[config.mk]
export PLATFORM = sky130hd
export DESIGN_NAME = dm_arbiter
export DESIGN_NICKNAME = d
export VERILOG_FILES = /design/src/rtl/dm_arbiter_pkg.sv /design/src/rtl/dm_lane_unit.sv /design/src/rtl/dm_arbiter.sv
export SDC_FILE = /design/constraint.sdc
export NUM_CORES = 1
export LEC_CHECK = 0
export CAP_MARGIN = 20
export CORE_ASPECT_RATIO = 0.7
export CORE_UTILIZATION = 35
export CTS_CLUSTER_DIAMETER = 60
export DETAILED_ROUTE_END_ITERATION = 10
export PLACE_DENSITY = 0.72
export SLEW_MARGIN = 20
export SYNTH_ARGS = -nofsm -noshare
export SYNTH_HDL_FRONTEND = slang
export SYNTH_SLANG_ARGS = --single-unit
[constraint.sdc]
create_clock -name clk -period 4.55 [get_ports clk]
set_input_delay 0.6825 -clock clk [delete_from_list [all_inputs] [get_ports clk]]
set_output_delay 0.6825 -clock clk [all_outputs]
set_load 0.05 [all_outputs]
[src/rtl/dm_arbiter_pkg.sv]
// Shared op codes, FSM encoding and byte-enable helpers for the data-memory arbiter.
// Latency: n/a (types and pure functions only).
// Backpressure: n/a.
package dm_arbiter_pkg;

    localparam logic [1:0] OP_WORD = 2'b00;
    localparam logic [1:0] OP_HALF = 2'b01;
    localparam logic [1:0] OP_BYTE = 2'b10;
    localparam logic [1:0] OP_ILL  = 2'b11;

    typedef enum logic [1:0] {
        ST_IDLE   = 2'd0,
        ST_ACCESS = 2'd1,
        ST_RESP   = 2'd2
    } state_e;

    // Byte-lane enables for an aligned access; illegal ops enable nothing.
    function automatic logic [3:0] be_of(input logic [1:0] op, input logic [1:0] a);
        logic [3:0] be;
        case (op)
            OP_WORD: be = 4'b1111;
            OP_HALF: be = a[1] ? 4'b1100 : 4'b0011;
            OP_BYTE: be = 4'b0001 << a;
            default: be = 4'b0000;
        endcase
        return be;
    endfunction

    // Misaligned or illegal access.
    function automatic logic err_of(input logic [1:0] op, input logic [1:0] a);
        return (op == OP_ILL) ||
               ((op == OP_HALF) && a[0]) ||
               ((op == OP_WORD) && (a != 2'b00));
    endfunction

endpackage

[src/rtl/dm_lane_unit.sv]
// Lane steering: byte enables, replicated store data, error flag and extended load result.
// Latency: purely combinational.
// Backpressure: none; follows its inputs.
module dm_lane_unit
    import dm_arbiter_pkg::*;
(
    input  logic [1:0]  op_i,
    input  logic        sext_i,
    input  logic [1:0]  addr_lo_i,
    input  logic [31:0] wdata_i,
    input  logic [31:0] rdata_i,
    output logic [3:0]  be_o,
    output logic [31:0] wdata_o,
    output logic        err_o,
    output logic [31:0] result_o
);

    logic [15:0] half_sel;
    logic [7:0]  byte_sel;

    // Error/enables, store replication and load lane extraction with extension.
    always_comb begin
        err_o    = err_of(op_i, addr_lo_i);
        be_o     = err_o ? 4'b0000 : be_of(op_i, addr_lo_i);

        case (op_i)
            OP_HALF: wdata_o = {2{wdata_i[15:0]}};
            OP_BYTE: wdata_o = {4{wdata_i[7:0]}};
            default: wdata_o = wdata_i;
        endcase

        half_sel = addr_lo_i[1] ? rdata_i[31:16] : rdata_i[15:0];
        case (addr_lo_i)
            2'd0:    byte_sel = rdata_i[7:0];
            2'd1:    byte_sel = rdata_i[15:8];
            2'd2:    byte_sel = rdata_i[23:16];
            default: byte_sel = rdata_i[31:24];
        endcase

        case (op_i)
            OP_HALF: result_o = {{16{sext_i & half_sel[15]}}, half_sel};
            OP_BYTE: result_o = {{24{sext_i & byte_sel[7]}}, byte_sel};
            default: result_o = rdata_i;
        endcase
    end

endmodule

[src/rtl/dm_arbiter.sv]
// Round-robin arbiter sharing one word-wide data memory between two requesters.
// Latency: request sampled at edge N, memory written at edge N+1, ack during the following cycle; 1 access / 3 cycles.
// Backpressure: requesters hold req and fields until ack; the losing port simply waits unsampled.
module dm_arbiter
    import dm_arbiter_pkg::*;
#(
    parameter int unsigned AW      = 12,
    parameter bit          RR_INIT = 1'b0
) (
    input  logic          clk,
    input  logic          reset,
    input  logic          req0,
    input  logic          req1,
    input  logic          we0,
    input  logic          we1,
    input  logic [1:0]    op0,
    input  logic [1:0]    op1,
    input  logic          sext0,
    input  logic          sext1,
    input  logic [31:0]   addr0,
    input  logic [31:0]   addr1,
    input  logic [31:0]   wdata0,
    input  logic [31:0]   wdata1,
    output logic          ack0,
    output logic          ack1,
    output logic [31:0]   rdata0,
    output logic [31:0]   rdata1,
    output logic          err0,
    output logic          err1,
    output logic [AW-1:0] mem_addr,
    output logic          mem_we,
    output logic [3:0]    mem_be,
    output logic [31:0]   mem_wdata,
    input  logic [31:0]   mem_rdata,
    output logic          busy
);

    state_e          state_q, state_d;
    logic            ptr_q, ptr_d;
    logic            win_q, win_d;
    logic            we_q, we_d;
    logic [1:0]      op_q, op_d;
    logic            sext_q, sext_d;
    logic [AW+1:0]   addr_q, addr_d;
    logic [31:0]     wdata_q, wdata_d;
    logic            err_q, err_d;
    logic [31:0]     result_q, result_d;

    logic            gnt_any;
    logic            gnt_sel;
    logic            in_idle;
    logic [1:0]      lane_op;
    logic            lane_sext;
    logic [1:0]      lane_addr_lo;
    logic [31:0]     lane_wdata_in;
    logic [3:0]      lane_be;
    logic [31:0]     lane_wdata;
    logic            lane_err;
    logic [31:0]     lane_result;

    // Address bits above the memory window are deliberately ignored.
    logic            unused_hi;
    assign unused_hi = ^{addr0[31:AW+2], addr1[31:AW+2]};

    // Winner: the pointer breaks ties, otherwise whichever port asks.
    always_comb begin
        gnt_any = req0 | req1;
        gnt_sel = (req0 & req1) ? ptr_q : req1;
        in_idle = (state_q == ST_IDLE);
    end

    // The lane unit sees the prospective winner in IDLE (to latch err) and the latched request afterwards.
    always_comb begin
        lane_op       = in_idle ? (gnt_sel ? op1 : op0)                 : op_q;
        lane_sext     = in_idle ? (gnt_sel ? sext1 : sext0)             : sext_q;
        lane_addr_lo  = in_idle ? (gnt_sel ? addr1[1:0] : addr0[1:0])   : addr_q[1:0];
        lane_wdata_in = in_idle ? (gnt_sel ? wdata1 : wdata0)           : wdata_q;
    end

    dm_lane_unit u_lane (
        .op_i      (lane_op),
        .sext_i    (lane_sext),
        .addr_lo_i (lane_addr_lo),
        .wdata_i   (lane_wdata_in),
        .rdata_i   (mem_rdata),
        .be_o      (lane_be),
        .wdata_o   (lane_wdata),
        .err_o     (lane_err),
        .result_o  (lane_result)
    );

    // Next-state and outputs; everything is masked while reset is low so an in-flight write or ack is dropped.
    always_comb begin
        state_d   = state_q;
        ptr_d     = ptr_q;
        win_d     = win_q;
        we_d      = we_q;
        op_d      = op_q;
        sext_d    = sext_q;
        addr_d    = addr_q;
        wdata_d   = wdata_q;
        err_d     = err_q;
        result_d  = result_q;

        ack0      = 1'b0;
        ack1      = 1'b0;
        rdata0    = '0;
        rdata1    = '0;
        err0      = 1'b0;
        err1      = 1'b0;
        mem_addr  = '0;
        mem_we    = 1'b0;
        mem_be    = 4'b0000;
        mem_wdata = '0;
        busy      = reset & ~in_idle;

        case (state_q)
            ST_IDLE: begin
                if (gnt_any) begin
                    win_d   = gnt_sel;
                    we_d    = gnt_sel ? we1 : we0;
                    op_d    = lane_op;
                    sext_d  = lane_sext;
                    addr_d  = gnt_sel ? addr1[AW+1:0] : addr0[AW+1:0];
                    wdata_d = lane_wdata_in;
                    err_d   = lane_err;
                    state_d = ST_ACCESS;
                end
            end
            ST_ACCESS: begin
                if (reset) begin
                    mem_addr  = addr_q[AW+1:2];
                    mem_we    = we_q & ~err_q;
                    mem_be    = lane_be;
                    mem_wdata = lane_wdata;
                end
                result_d = we_q ? 32'd0 : lane_result;
                state_d  = ST_RESP;
            end
            ST_RESP: begin
                if (reset) begin
                    ack0   = ~win_q;
                    ack1   = win_q;
                    rdata0 = win_q ? 32'd0 : result_q;
                    rdata1 = win_q ? result_q : 32'd0;
                    err0   = ~win_q & err_q;
                    err1   = win_q & err_q;
                end
                ptr_d   = ~win_q;
                state_d = ST_IDLE;
            end
            default: state_d = ST_IDLE;
        endcase
    end

    // State and request registers with synchronous active-low reset.
    always_ff @(posedge clk) begin
        if (!reset) begin
            state_q  <= ST_IDLE;
            ptr_q    <= RR_INIT;
            win_q    <= 1'b0;
            we_q     <= 1'b0;
            op_q     <= OP_WORD;
            sext_q   <= 1'b0;
            addr_q   <= '0;
            wdata_q  <= '0;
            err_q    <= 1'b0;
            result_q <= '0;
        end else begin
            state_q  <= state_d;
            ptr_q    <= ptr_d;
            win_q    <= win_d;
            we_q     <= we_d;
            op_q     <= op_d;
            sext_q   <= sext_d;
            addr_q   <= addr_d;
            wdata_q  <= wdata_d;
            err_q    <= err_d;
            result_q <= result_d;
        end
    end

endmodule

# Word-level counts from Yosys, hierarchy flattened
# Index checks and enable logic that the tools add are counted.
[word_totals] input_bits=172 word_cells=82 regBits=87 output_inout_bits=118
[classes] n_mux=43 reduce_logical=9 shift=1 n_eq_ne=8 bitwise=11
[ops] cell="$mux W32" count=11
[ops] cell="$pmux W32 S2" count=2
[ops] cell="$mux W12" count=2
[ops] cell="$pmux W8 S3" count=1
[ops] cell="$mux W16" count=1
[ops] cell="$mux W4" count=4
[ops] cell="$mux W1" count=14
[ops] cell="$mux W14" count=1
[ops] cell="$pmux W4 S3" count=1
[ops] cell="$mux W2" count=5
[ops] cell="$eq A2 B2 Y1 const B" count=4
[ops] cell="$and A1 B1 Y1" count=7
[ops] cell="$eq A2 B1 Y1 const B" count=3
[ops] cell="$logic_not A2 Y1" count=3
[ops] cell="$pmux W2 S2" count=1
[ops] cell="$shl A1 B2 Y4 const A" count=1
[ops] cell="$not A1 Y1" count=3
[ops] cell="$logic_and A1 B1 Y1" count=2
[ops] cell="$logic_or A1 B1 Y1" count=2
[ops] cell="$ne A2 B2 Y1 const B" count=1
[ops] cell="$reduce_and A2 Y1" count=1
[ops] cell="$reduce_bool A2 Y1" count=1
[ops] cell="$or A1 B1 Y1" count=1

# Longest topological paths before layout
[logic_depth] word_depth=11 mapped_depth=17 mapped_depth_nobuf=12

# Modules after synthesis
# From an unflattened synthesis, not the netlist that was laid out.
[hier_totals] hier_cells=811 area_unflattened_um2=6202.2
[by_module_without_submodules] mod="dm_arbiter" area_per_inst_um2=4759.6 cells_per_inst=605 instances=1 seq_area_each_um2=1741.7
[by_module_without_submodules] mod="dm_lane_unit" area_per_inst_um2=1442.6 cells_per_inst=206 instances=1 seq_area_each_um2=0.0

# Worst setup path before layout
# No wires, ideal clock.
[synth_path] kind="input to output" from="in req0" to="out mem_wdata[31]" t_required_ps=3868 t_arrival_ps=3903 path_slack_ps=-35 path_buffers=5 path_stages=14 cell_sequence="nand2b_1 > clkbuf_1 > clkbuf_1 > nand2_1 > buf_2 > buf_2 > mux2i_1 > a21o_1 > ha_1 > clkinv_1 > clkbuf_1 > a211o_1 > a31oi_1 > nor2b_1"
[synth_between] elab_chain_len=8 word_cells_on_any_way=11 classes_between="2 x eq/ne; 8 x mux; 1 x bitwise"
[synth_lines] item="start, declared" line_no="dm_arbiter.sv:12" source="input logic req0,"
[synth_lines] item="$and A1 B1 Y1 *" line_no="dm_arbiter.sv:68" source="gnt_sel = (req0 & req1) ? ptr_q : req1;"
[synth_lines] item="$mux W1 *" line_no="dm_arbiter.sv:68"
[synth_lines] item="$mux W2 (2 in series)" line_no="dm_arbiter.sv:74" source="lane_op = in_idle ? (gnt_sel ? op1 : op0) : op_q;"
[synth_lines] item="$eq A2 B2 Y1 or $eq A2 B1 Y1 (tied branches)" line_no="dm_lane_unit.sv:26" source="case (op_i)"
[synth_lines] item="$pmux W32 S2 *" line_no="dm_lane_unit.sv:26"
[synth_lines] item="$mux W32 *" line_no="dm_arbiter.sv:131" source="if (reset) begin"
[synth_lines] item="$mux W32 *" line_no="dm_arbiter.sv:117" source="case (state_q)"
[synth_lines] item="end, declared" line_no="dm_arbiter.sv:33" source="output logic [31:0] mem_wdata,"
# Mark *: on every way between the ends. The rest lies on a longest branch, timed or not.

# Worst setup path in the final report
[layout_path] from="in req1" to="out mem_wdata[27]"
[layout_between] elab_chain_len=8 word_cells_on_any_way=11 classes_between="2 x eq/ne; 8 x mux; 1 x bitwise"
[layout_lines] item="start, declared" line_no="dm_arbiter.sv:13" source="input logic req1,"
[layout_lines] item="$and A1 B1 Y1" line_no="dm_arbiter.sv:68"
[layout_lines] item="$mux W1 *" line_no="dm_arbiter.sv:68"
[layout_lines] item="$mux W2 * (2 in series)" line_no="dm_arbiter.sv:74"
[layout_lines] item="named net lane_op[0]" line_no="dm_arbiter.sv:52" source="logic [1:0] lane_op;"
[layout_lines] item="$eq A2 B2 Y1 or $eq A2 B1 Y1 (tied branches)" line_no="dm_lane_unit.sv:26"
[layout_lines] item="$pmux W32 S2 *" line_no="dm_lane_unit.sv:26"
[layout_lines] item="$mux W32 *" line_no="dm_arbiter.sv:131"
[layout_lines] item="$mux W32 *" line_no="dm_arbiter.sv:117"
# The timed path passes the listed nets; every way through them passes the cells marked *.

==> results.txt <==
run status -> complete, no violations
maximum achievable frequency -> 232 MHz
Max Clock Skew -> 9.30 ps
element type at the critical path end -> output pin
accumulated negative setup slack -> 0 ps
max-slew violation count -> 0
clock network latency to the later pin of the worst-skew pair -> 340 ps
Fin. Hold Viols -> 0
layer with the highest usage -> met2
Residual DRC -> 0
leakage power -> 3.51 nW
total buffers and inverters traversed by the critical path -> 5
gate count after technology mapping -> 786
via count -> 6474
total CTS buffers -> 9
met2 Usage GRT -> 35.8%
via density per instance -> 5.36
Worst setup SP type -> input pin
power density of the placed cells -> 287 nW/um^2
RePlAce Congestion -> 0.842
count of input and output buffers -> 253
pin count of the biggest net entering global routing -> 65
number of resized instances in the post-cts repair step -> 0
RSZ-0062 raised after global routing -> false
yosys warns -> 0
number of placed instances, taps included -> 1191
number of DRC violations after detailed-routing iteration 0 -> 506
Final nets -> 1178
root buf cell -> sky130_fd_sc_hd__clkbuf_16
number of levels in the clock H-tree -> 3
WL final -> 20700 um
leftover overflow at the end of global routing -> 0
initial antenna violation count -> 2
part of the Yosys area used for sequential elements -> 30.5%
post-route antenna net violation count -> 0
number of synthesized flops with an enable pin -> 0
crit-path leading delay family -> buffers and inverters
worst slack after detailed placement -> 277 ps
startpoint-to-endpoint class of the critical path -> input pin to output pin
worst slew pin tran -> 1080 ps
mean instance size in the synthesized netlist -> 7.26 sq um
most frequent cell after synthesis -> sky130_fd_sc_hd__nand2_1
Slowest cell on crit path -> sky130_fd_sc_hd__clkdlybuf4s50_1
number of nets in the synthesized netlist -> 962
leading cell types by total area after synthesis -> sky130_fd_sc_hd__dfxtp_1 (31%), sky130_fd_sc_hd__and2_1 (9.7%), sky130_fd_sc_hd__nand2_1 (8.4%)
Worst Hold Slack -> 456 ps
largest fanout of any net on the critical path -> 10
met1 routing resource usage after global routing -> 34.7%
Design Power -> 2.62 mW
max-cap violation count -> 0
area of the mapped netlist -> 5700 sq um
total half-perimeter wirelength after legalization and detailed placement -> 15500 um
first-pass GRT wire length -> 32000 um
Final setup viols -> 0
Area growth syn-to-layout -> 60.2%
signal arrival time at the worst endpoint -> 3640 ps
horizontal extent of the die -> 155 um
delay of the slowest cell on the worst path -> 540 ps
number of cell rows -> 38
crit share post-route -> 94.9%
Hold-fix buffers, CTS -> 0
share of post-route cells with drive strength above 1 -> 11.5%
Longest Clk Path Bufs -> 2
I/O pin cnt -> 290
total number of clock tree sinks -> 87
CTS tree -> yes
Die Y-Extent -> 109 um
worst min path class -> flop to flop
largest area contributor in the synthesized netlist -> sky130_fd_sc_hd__dfxtp_1
post-layout worst setup margin -> 230 ps
Tmin final -> 4320 ps
required time at the worst-slack endpoint -> 3870 ps
core area -> 15700 sq um
average routed wire per standard cell -> 17.2 um
overall die area -> 16800 sq um
final instance count without filler cells -> 1207
Clock Pin Slew Worst Setup and Hold Paths -> 60 ps
Max IR drop VDD -> 0.220 mV
Post-CTS Setup Inserts -> 0
fraction of synthesis flops using an asynchronous set or reset pin -> 0%
list of most frequent post-synthesis cells -> sky130_fd_sc_hd__nand2_1 (128), sky130_fd_sc_hd__nor2_1 (89), sky130_fd_sc_hd__and2_1 (88), sky130_fd_sc_hd__dfxtp_1 (87), sky130_fd_sc_hd__clkbuf_1 (58)
total routing resource utilization after global routing -> 24.4%
most frequently used flop master after synthesis -> sky130_fd_sc_hd__dfxtp_1
Slew headroom -> 28.1%
met3 Resource Use GR -> 7.51%
first-pass detailed-route iteration total -> 5
flip-flop and latch count after synthesis -> 87
via count of the first global-routing pass -> 5845
initial standard-cell utilization of the core -> 36.4%
count of different cell masters after synthesis -> 53
cells traversed along the worst timing path -> clkdlybuf4s50_1 -> inv_1 -> nor2_2 -> nand2_1 -> a21oi_1 -> a21oi_1 -> inv_1 -> ha_1 -> clkinv_1 -> a211o_1 -> a31oi_1 -> nor2b_1 -> buf_12
Yosys top cell area share -> 30.5%
[routing by layer]
layer  up-vias  part of all wire, %
met5         -                0.063
met4         2                  1.3
met3        21                  9.2
met2       265                   42
met1      2979                   48
li1       3207                    -
[logic make-up after synthesis]
family	Yosys count	share of synthesized area [%]
multiplexers	26	4.58
AND/OR/NAND/NOR	350	28.8
AO/OA/AOI/OAI	236	29.3
buffers and inverters	83	5.90
flip-flops	87	30.5
adder cells (fa/ha/maj)	4	0.877
[worst paths after layout]
check             cells past startpoint             to  slack [ps]         start
setup reg to reg                     12   result_q[17]        1270         ptr_q
hold / removal                        2   result_q[16]         460  result_q[16]
setup / recovery                     13  mem_wdata[27]         230          req1
hold reg to reg                       2   result_q[16]         460  result_q[16]
[cells in the final DEF, fill, tap and decap left out, types with 3 or more instances in the layout]
master	synthesis	layout
sky130_fd_sc_hd__a211o_1	10	10
sky130_fd_sc_hd__a211oi_1	21	21
sky130_fd_sc_hd__a21oi_1	30	30
sky130_fd_sc_hd__a221oi_1	9	9
sky130_fd_sc_hd__a22oi_1	15	15
sky130_fd_sc_hd__a311oi_1	31	31
sky130_fd_sc_hd__a31oi_1	23	23
sky130_fd_sc_hd__and2_1	88	88
sky130_fd_sc_hd__buf_12	0	46
sky130_fd_sc_hd__buf_4	1	28
sky130_fd_sc_hd__clkbuf_16	0	9
sky130_fd_sc_hd__clkdlybuf4s50_1	0	204
sky130_fd_sc_hd__dfxtp_1	87	87
sky130_fd_sc_hd__ha_1	4	3
sky130_fd_sc_hd__inv_1	9	8
sky130_fd_sc_hd__mux2i_1	25	25
sky130_fd_sc_hd__nand2_1	128	127
sky130_fd_sc_hd__nand2b_1	4	4
sky130_fd_sc_hd__nand3_1	10	10
sky130_fd_sc_hd__nand4_1	3	3
sky130_fd_sc_hd__nor2_1	89	87
sky130_fd_sc_hd__nor2b_1	10	9
sky130_fd_sc_hd__nor3_1	5	5
sky130_fd_sc_hd__o21a_1	15	15
sky130_fd_sc_hd__o21ai_0	45	45
sky130_fd_sc_hd__o21ai_1	6	6
sky130_fd_sc_hd__o21ai_2	10	10
sky130_fd_sc_hd__o22a_1	7	7
[worst reg2reg max path: stages (launching register included)]
cell	delay, ps
sky130_fd_sc_hd__dfxtp_1	390
sky130_fd_sc_hd__nand2b_1	170
sky130_fd_sc_hd__nand2_2	100
sky130_fd_sc_hd__nand2_1	90
sky130_fd_sc_hd__a21oi_1	80
sky130_fd_sc_hd__a21oi_1	260
sky130_fd_sc_hd__inv_1	120
sky130_fd_sc_hd__ha_1	300
sky130_fd_sc_hd__clkinv_1	250
sky130_fd_sc_hd__a311oi_1	80
sky130_fd_sc_hd__a21boi_1	190
sky130_fd_sc_hd__a311oi_4	930
sky130_fd_sc_hd__o21ai_1	170
[layout make-up]
class,count,area (sq um)
flip-flops and latches,87,1740
multi-input cells,616,3640
fillers,1476,6550
clock buffers,10,229
inverters,10,37.5
well taps,200,250
diodes,1,2.50
repair buffers,278,3170
clock inverters,5,58.8
[through the flow]
stage          utilization (%)  cell area, sq um
2_1_floorplan                -              5710
3_3_place_gp              56.4              8850
3_5_place_dp              56.4              8850
4_1_cts                   58.2              9140
5_1_grt                   58.2              9140
6_report                  58.2              9140
[sequential cells by signal, summed over array words and instances (netlist names)]
| signal | count |
|---|---|
| we_q | 1 |
| op_q | 2 |
| result_q | 32 |
| state_q | 2 |
| ptr_q | 1 |
| err_q | 1 |
| win_q | 1 |
| wdata_q | 32 |
| sext_q | 1 |
| addr_q | 14 |
[power breakdown]
part	internal, mW	switching [mW]	leakage [nW]
clock network	0.424	0.315	0.135
logic	0.412	0.575	2.66
registers	0.842	0.0528	0.716
total	1.68	0.943	3.51
Power figures use the tool's default switching activity.
